$ cat config.mk
export PLATFORM = sky130hd
export DESIGN_NAME = seg7_scan_driver
export DESIGN_NICKNAME = d
export VERILOG_FILES = /design/src/rtl/seg7_scan_driver.sv
export SDC_FILE = /design/constraint.sdc
export NUM_CORES = 1
export LEC_CHECK = 0
export CAP_MARGIN = 5
export CORE_MARGIN = 3
export CORE_UTILIZATION = 55
export CTS_CLUSTER_DIAMETER = 60
export CTS_CLUSTER_SIZE = 12
export DETAILED_ROUTE_END_ITERATION = 6
export PLACE_DENSITY = 0.85
export SKIP_LAST_GASP = 1
export SLEW_MARGIN = 20
export SYNTH_ARGS = -nofsm -noshare
export SYNTH_HDL_FRONTEND = slang
export SYNTH_SLANG_ARGS = --single-unit
$ cat constraint.sdc
create_clock -name clk -period 3.1 [get_ports clk]
set_clock_uncertainty 0.15 [all_clocks]
set_input_delay 0.62 -clock clk [delete_from_list [all_inputs] [get_ports clk]]
set_output_delay 0.62 -clock clk [all_outputs]
set_load 0.02 [all_outputs]
$ cat src/rtl/seg7_scan_driver.sv
`default_nettype none
// ============================================================================
// Module  : seg7_scan_driver
// Brief   : Time-multiplexed 4-digit hex 7-segment driver with a one-deep
//           load buffer. Define SEG7_BLANK_EN for leading-zero blanking.
// Rev     : 1.0  initial release
// ============================================================================
module seg7_scan_driver #(
  parameter int CLK_DIV = 4
) (
  input  logic        clk,
  input  logic        rst,
  input  logic        load_valid,
  output logic        load_ready,
  input  logic [15:0] load_data,
  output logic [6:0]  seg,
  output logic [3:0]  an
);

  localparam int              c_pw       = $clog2(CLK_DIV);
  localparam logic [c_pw-1:0] c_pre_last = c_pw'(CLK_DIV - 1);
  localparam logic [6:0]      c_seg_off  = 7'b1111111;
  localparam logic [3:0]      c_an_off   = 4'b1111;

  logic [c_pw-1:0] r_pre;
  logic [1:0]      r_dig;
  logic [15:0]     r_disp;
  logic [15:0]     r_pend;
  logic            r_full;
  logic [6:0]      r_seg;
  logic [3:0]      r_an;

  logic            w_wrap;
  logic            w_frame_end;
  logic            w_accept;
  logic            w_swap;
  logic [c_pw-1:0] w_pre_nxt;
  logic [1:0]      w_dig_nxt;
  logic [15:0]     w_disp_nxt;
  logic [3:0]      w_nib;
  logic            w_blank_lz;
  logic [6:0]      w_seg_nxt;
  logic [3:0]      w_an_nxt;

  function automatic logic [6:0] f_hex2seg(input logic [3:0] h);
    logic [6:0] s;
    case (h)
      4'h0:    s = 7'b1000000;
      4'h1:    s = 7'b1111001;
      4'h2:    s = 7'b0100100;
      4'h3:    s = 7'b0110000;
      4'h4:    s = 7'b0011001;
      4'h5:    s = 7'b0010010;
      4'h6:    s = 7'b0000010;
      4'h7:    s = 7'b1111000;
      4'h8:    s = 7'b0000000;
      4'h9:    s = 7'b0010000;
      4'hA:    s = 7'b0001000;
      4'hB:    s = 7'b0000011;
      4'hC:    s = 7'b1000110;
      4'hD:    s = 7'b0100001;
      4'hE:    s = 7'b0000110;
      default: s = 7'b0001110;
    endcase
    return s;
  endfunction

  assign w_wrap      = (r_pre == c_pre_last);
  assign w_frame_end = w_wrap && (r_dig == 2'd3);
  assign w_accept    = load_valid && !r_full;
  assign w_swap      = w_frame_end && r_full;

  assign w_pre_nxt  = w_wrap ? '0 : r_pre + 1'b1;
  assign w_dig_nxt  = r_dig + {1'b0, w_wrap};
  assign w_disp_nxt = w_swap ? r_pend : r_disp;

  // Outputs are registered from next-state values so they line up with the slot.
  always_comb begin
    case (w_dig_nxt)
      2'd0:    w_nib = w_disp_nxt[3:0];
      2'd1:    w_nib = w_disp_nxt[7:4];
      2'd2:    w_nib = w_disp_nxt[11:8];
      default: w_nib = w_disp_nxt[15:12];
    endcase
  end

`ifdef SEG7_BLANK_EN
  always_comb begin
    case (w_dig_nxt)
      2'd3:    w_blank_lz = (w_disp_nxt[15:12] == 4'h0);
      2'd2:    w_blank_lz = (w_disp_nxt[15:8] == 8'h00);
      2'd1:    w_blank_lz = (w_disp_nxt[15:4] == 12'h000);
      default: w_blank_lz = 1'b0;
    endcase
  end
`else
  assign w_blank_lz = 1'b0;
`endif

  // First cycle of every slot is dark to avoid ghosting between digits.
  always_comb begin
    w_an_nxt  = c_an_off;
    w_seg_nxt = c_seg_off;
    if (w_pre_nxt != '0) begin
      w_an_nxt = ~(4'b0001 << w_dig_nxt);
      if (!w_blank_lz) begin
        w_seg_nxt = f_hex2seg(w_nib);
      end
    end
  end

  always_ff @(posedge clk or posedge rst) begin
    if (rst) begin
      r_pre  <= '0;
      r_dig  <= 2'd0;
      r_disp <= 16'h0000;
      r_pend <= 16'h0000;
      r_full <= 1'b0;
      r_seg  <= c_seg_off;
      r_an   <= c_an_off;
    end else begin
      r_pre  <= w_pre_nxt;
      r_dig  <= w_dig_nxt;
      r_disp <= w_disp_nxt;
      if (w_swap) begin
        r_full <= 1'b0;
      end else if (w_accept) begin
        r_full <= 1'b1;
      end
      if (w_accept) begin
        r_pend <= load_data;
      end
      r_seg <= w_seg_nxt;
      r_an  <= w_an_nxt;
    end
  end

  assign load_ready = ~r_full;
  assign seg        = r_seg;
  assign an         = r_an;

endmodule
`default_nettype wire

# ---- Yosys cells after proc, flatten, opt, wreduce, memory -nomap -nowiden
# Memory sizes are Yosys's and may differ from the RTL's.
# Index checks and enable logic that the tools add are counted.
dict set report op_classes {
  n_addsub 2
  shift 1
  n_reduce_logical 7
  n_mux 7
  n_eq_ne 4
  bitwise_logic 2
}
# cell count
set op_table {}
lappend op_table {{$mux W16} 1}
lappend op_table {{$pmux W4 S3} 1}
lappend op_table {{$mux W7} 1}
lappend op_table {{$eq A2 B2 Y1 const B} 3}
lappend op_table {{$mux W4} 1}
lappend op_table {{$not A4 Y4} 1}
lappend op_table {{$reduce_bool A2 Y1} 2}
lappend op_table {{$shl A1 B2 Y4 const A} 1}
lappend op_table {{$logic_and A1 B1 Y1} 3}
lappend op_table {{$add A2 B1 Y2} 1}
lappend op_table {{$add A2 B1 Y2 const B} 1}
lappend op_table {{$eq A2 B1 Y1 const B} 1}
lappend op_table {{$logic_not A2 Y1} 1}
lappend op_table {{$mux W1} 2}
lappend op_table {{$mux W2} 1}
lappend op_table {{$logic_not A1 Y1} 1}
lappend op_table {{$not A1 Y1} 1}
dict set report word_totals {
  word_cells 31
  output_inout_bits 12
  reg_bits 48
  mem_count 1
  mem_bits_ro 112
}
# memory depth width read_ports rd_clocked_by_memory_dff wr line
set memory_table {}
lappend memory_table {{(no name shown)} 16 7 1 0 0 47} ;# case (h)

# ---- Depth between registers and ports, before layout
# An unclocked memory read counts as a cell.
dict set report logic_depth {
  word_depth 7
  depth_mapped 12
  mapped_depth_nobuf 11
}

# ---- Worst setup path before layout
# Ideal clock, no wire load.
dict set report synth_timing {
  path_type {flip-flop to flip-flop}
  from {register r_pre[0]}
  to {register r_seg[3], in the netlist seg[3]}
  n_path_buf 2
  setup_ps 82
  slack_ps 272
  path_stages_with_launch 13
  arrival_ps 2596
  t_required_ps 2868
  path_cell_list {dfrtp_1 > ha_1 > and4_1 > buf_6 > buf_6 > mux2_4 > and2_1 > o32a_1 > inv_1 > ha_1 > nor2_1 > mux2i_1 > mux2_2}
}
dict set report synth_between {
  elab_chain_len 7
  word_cells_on_any_way 14
}
# element line
set synth_lines {}
lappend synth_lines {{start, declared} 25} ;# logic [c_pw-1:0] r_pre;
lappend synth_lines {{start signal, assigned} 122} ;# r_pre <= w_pre_nxt;
lappend synth_lines {{$eq A2 B2 Y1} 68} ;# assign w_wrap = (r_pre == c_pre_last);
lappend synth_lines {{$logic_and A1 B1 Y1} 69} ;# assign w_frame_end = w_wrap && (r_dig == 2'd3);
lappend synth_lines {{$logic_and A1 B1 Y1} 71} ;# assign w_swap = w_frame_end && r_full;
lappend synth_lines {{$mux W16} 75} ;# assign w_disp_nxt = w_swap ? r_pend : r_disp;
lappend synth_lines {{named net w_disp_nxt[8]} 39} ;# logic [15:0] w_disp_nxt;
lappend synth_lines {{$pmux W4 S3} 79} ;# case (w_dig_nxt)
lappend synth_lines {{$mem_v2 Z16 W7} -}
lappend synth_lines {{$mux W7} 104} ;# if (w_pre_nxt != '0) begin
lappend synth_lines {{named net w_seg_nxt[3]} 42} ;# logic [6:0] w_seg_nxt;
lappend synth_lines {{end signal, assigned} 119} ;# r_seg <= c_seg_off;
lappend synth_lines {{end signal, assigned} 133} ;# r_seg <= w_seg_nxt;
lappend synth_lines {{end, declared} 30} ;# logic [6:0] r_seg;
# The timed path passes the listed nets, and every way through them passes these cells.
# A chain may end at the register's enable or synchronous reset.

# ---- Worst setup path in the final report
dict set report layout_timing {
  from {register r_pre[0]}
  to {register r_seg[3], in the netlist seg[3]}
}
dict set report layout_between {
  elab_chain_len 7
  word_cells_on_any_way 14
}
# element line
set layout_lines {}
lappend layout_lines {{branches (longest 6 deep; another with $mem_v2 Z16 W7)} -}
lappend layout_lines {{$mux W7 *} 104}
lappend layout_lines {{named net w_seg_nxt[3]} 42}
# Mark *: on every way through the listed nets, which the timed path passes.

==> results.md <==
- Fmax: ~0.34 GHz
- Critical Path, Cell by Cell: ha_2, and4_4, buf_4, nor3_1, o311a_1, or4_4, inv_2, ha_1, nor2_1, mux2i_1, mux2_2
- Via density: 5.86
- Antenna Cells: 0
- Worst slew margin: between 60 and 70%
- CP endpoint kind: flop
- Final hold violations: 0
- Clk sinks: 48
- PortBufs: 30
- Number of synthesized flops with an enable pin: 0
- Synthesis-stage register bit count: 48
- Slowest-stage cell, CP: or4_4
- Pre-antenna DRT Iters: 4
- Worst r2r src: r_pre[0]$_DFF_PP0_
- CTS H-Tree Depth: 2
- Startpoint types: flop
- GP Congestion: 0.901
- Crit path to: seg[3]$_DFF_PP1_
- ANT nets after route: 0
- Post-route cell area: around 3000 sq um
- Post-layout nets: just under 300
- DRC: 0
- Avg Cell Area, Syn: around 11 sq um
- Worst-path fanout max: 8
- Pre-CTS WS: around 0.09 ns
- Syn. warnings: 0
- GRT Overall Usage: between 20% and 30%
- NetSw: ~0.00042 W
- Final max-slew violation count: 0
- Crit Path Class: reg -> reg
- FF-to-FF setup slack: around 0.12 ns
- Wire per inst: 15.5 microns
- Distinct cells, synth: 52
- Total global routing overflow: 0
- Worst-Skew Late Latency: 0.31 ns
- Setup violators final: 0
- R2R Path End: seg[3]$_DFF_PP1_
- Switching Fraction: between 20% and 30%
- Initial antenna violation count: 0
- Vias: roughly 1900
- Max-cap violations: 0
- Power per cell area: 495 nW/um^2
- 1st-iter DRT viols: 94
- Post-synthesis cell area: 2560 sq um
- Layout cell share with drive strength beyond 1: between 20% and 30%
- Hold Path Class: reg -> reg
- Register-to-Register Path Depth: 11
- Largest net degree at the start of global routing: 31
- CTS tree: yes
- Number of global-route vias before repair: roughly 1800
- Status: complete, no violations
- Root buffer cell: clkbuf_8
- Slowest cell delay on critical path: ~0.46 ns
- Slew @ Worst Pin: around 0.53 ns
- Period utilization: a little over nine tenths
- Die Height: about 74 microns
- Final WS setup: between 0.1 and 0.15 ns
- CP startpoint: r_pre[0]$_DFF_PP0_
- # IOs: 31
- Row count: 24
- Cells after Synth: between 200 and 250
- Worst vdd ir: approximately 0.4 mV
- Final core occ: slightly below 70%
- Syn Nets: between 200 and 300
- Setup TNS: 0 ns
- Dpl cell area: 2930 sq um
- Post-synth top flop: dfrtp_1
- DIE AREA: 5500 sq um
- CTS Buf Count: 5
- Clk slew on worst S/H paths: ~0.080 ns
- Clk pwr share: between 20 and 30%
- Combinational Power Share: 23.0%
- Seq/Total Area, Yosys: between 40 and 50%
- Core area: around 4400 sq um
- DP HPWL: around 3.7 mm
- Die Wd: roughly 74 microns
- First-pass GRT wire length: ~8.5 mm
- Sequential share of power: 51.3%
- Clock Path Buffers: 2
- Internal power: about 0.0011 W
- Syn-to-layout area delta: 19.2%
- CTS Hold Bufs: 0
- Tmin final: about 3.0 ns
- Data required, critical path: around 3.2 ns
- Share of flip-flops with an asynchronous set or reset: 100%
- Drt total wl: ~5 mm
- Number of fill cells: between 300 and 400
- WP data arrival: roughly 3.1 ns
- Starting density of the core: between 50 and 60%
- Lkg Pwr: 1.30 nW
-- synthesized netlist by cell type, types with 2 or more instances --
cell type	instances	area, sq um
dfrtp_1	37	926
nand2_1	31	116
mux2_2	23	259
nor2_1	18	67.6
dfstp_2	11	289
inv_1	11	41.3
mux2i_1	10	100
ha_1	9	113
o21ai_0	7	35.0
clkbuf_1	6	22.5
nand3_1	4	20.0
nor2b_1	4	25.0
nor3_1	4	20.0
nor3b_1	4	30.0
o221ai_1	4	35.0
buf_1	3	11.3
buf_6	3	33.8
a211oi_1	2	15.0
a311oi_1	2	17.5
buf_4	2	15.0
inv_2	2	7.51
nand4b_1	2	17.5
o2111ai_1	2	17.5
o2bb2a_4	2	40.0
o311a_1	2	20.0
o311ai_0	2	17.5
or3_1	2	12.5
-- critical path: cells and delay by family, from the launching register on --
| kind | cells | cell delay, ns |
|---|---|---|
| AO/OA/AOI/OAI | 1 | 0.35 |
| flip-flops | 1 | 0.39 |
| adder cells (fa/ha/maj) | 2 | 0.46 |
| multiplexers | 2 | 0.36 |
| buffers and inverters | 2 | 0.27 |
| AND/OR/NAND/NOR | 4 | 0.91 |
-- cells by family after synthesis --
group           count (synthesis)  share of synthesized area (%)
simple gates                   79                           15.7
compound gates                 34                           11.5
fa+ha+maj                       9                           4.40
xor+xnor                        2                          0.979
flops                          48                           47.5
buf+inv                        28                           5.33
mux                            34                           14.6
-- power by group through the flow --
stage                     registers (W)  clock network, W  logic (W)
final                          0.000775          0.000387   0.000348
after detailed placement       0.000788                 0   0.000348
after CTS                      0.000775          0.000401   0.000349
after floorplan                0.000809                 0   0.000200
after global routing           0.000786          0.000421   0.000381
after global placement         0.000784                 0   0.000339
-- registers in the layout (all words and copies together) (netlist names) --
signal and flops:
r_disp 16, r_pend 16, seg 7, an 4, r_dig 2, r_pre 2, r_full 1
-- what timing repair did --
item,4_1_cts,5_1_grt
resized for setup,0,8
setup endpoints to repair,0,2
buffers inserted,0,0
-- placed cells by master (no fill, tap or decap), drive strengths merged, types with 2 or more instances in the layout --
cell,Yosys,layout
buf,9,13
nor3b,4,4
clkbuf,6,7
mux2i,10,10
dfrtp,37,37
nor2b,4,4
dfstp,11,11
inv,13,13
o311ai,2,2
o21ai,7,7
clkdlybuf4s50,0,30
o2111ai,2,2
o2bb2a,2,2
or3,3,3
a311oi,2,2
ha,9,9
nand2,31,31
nor3,4,4
nand4b,2,2
nor2,18,18
o311a,2,2
a211oi,2,2
nand3,5,5
mux2,24,24
o221ai,5,5
-- stage by stage --
| stage | hold slack [ns] | std cells | power (W) |
|---|---|---|---|
| global placement | 0.298 | 314 | 0.00112 |
| detailed placement | 0.307 | 314 | 0.00114 |
| CTS | 0.327 | 322 | 0.00152 |
| global route | 0.350 | 322 | 0.00159 |
| floorplan | 0.285 | 234 | 0.00101 |
| finish | 0.323 | 322 | 0.00151 |
-- layer usage --
metal | vias to the layer above | wire length [microns] | GRT usage (%) | part of all wire, %
met5 | - | 0 | 0 | 0
met4 | 0 | 91 | 8.45 | 1.8
met3 | 9 | 278 | 5.00 | 5.6
met2 | 57 | 2420 | 32.7 | 49
met1 | 923 | 2200 | 26.8 | 44
li1 | 897 | - | - | -
-- worst min path at each step --
stage | start | to | slack, ns | depth (start not counted)
6_report | r_pend[6]$_DFFE_PP0P_ | r_disp[6]$_DFF_PP0_ | 0.32 | 2
5_1_grt | r_pend[7]$_DFFE_PP0P_ | r_disp[7]$_DFF_PP0_ | 0.35 | 2
4_1_cts | r_pend[6]$_DFFE_PP0P_ | r_disp[6]$_DFF_PP0_ | 0.33 | 2
3_5_place_dp | r_pend[6]$_DFFE_PP0P_ | r_disp[6]$_DFF_PP0_ | 0.31 | 2
3_3_place_gp | r_pend[7]$_DFFE_PP0P_ | r_disp[7]$_DFF_PP0_ | 0.30 | 2
2_1_floorplan | r_pend[13]$_DFFE_PP0P_ | r_disp[13]$_DFF_PP0_ | 0.28 | 2
-- area by class of cell --
| type | count | area [sq um] | share of cell area (%) |
|---|---|---|---|
| Clock buffer | 7 | 86.3 | 2.83 |
| Clock inverter | 1 | 7.51 | 0.246 |
| Inverter | 13 | 48.8 | 1.60 |
| Multi-Input combinational cell | 158 | 1210 | 39.9 |
| Sequential cell | 48 | 1210 | 39.9 |
| Tap cell | 52 | 65.1 | 2.13 |
| Timing Repair Buffer | 43 | 410 | 13.5 |
Note: power is estimated with default switching activity, not from simulation.
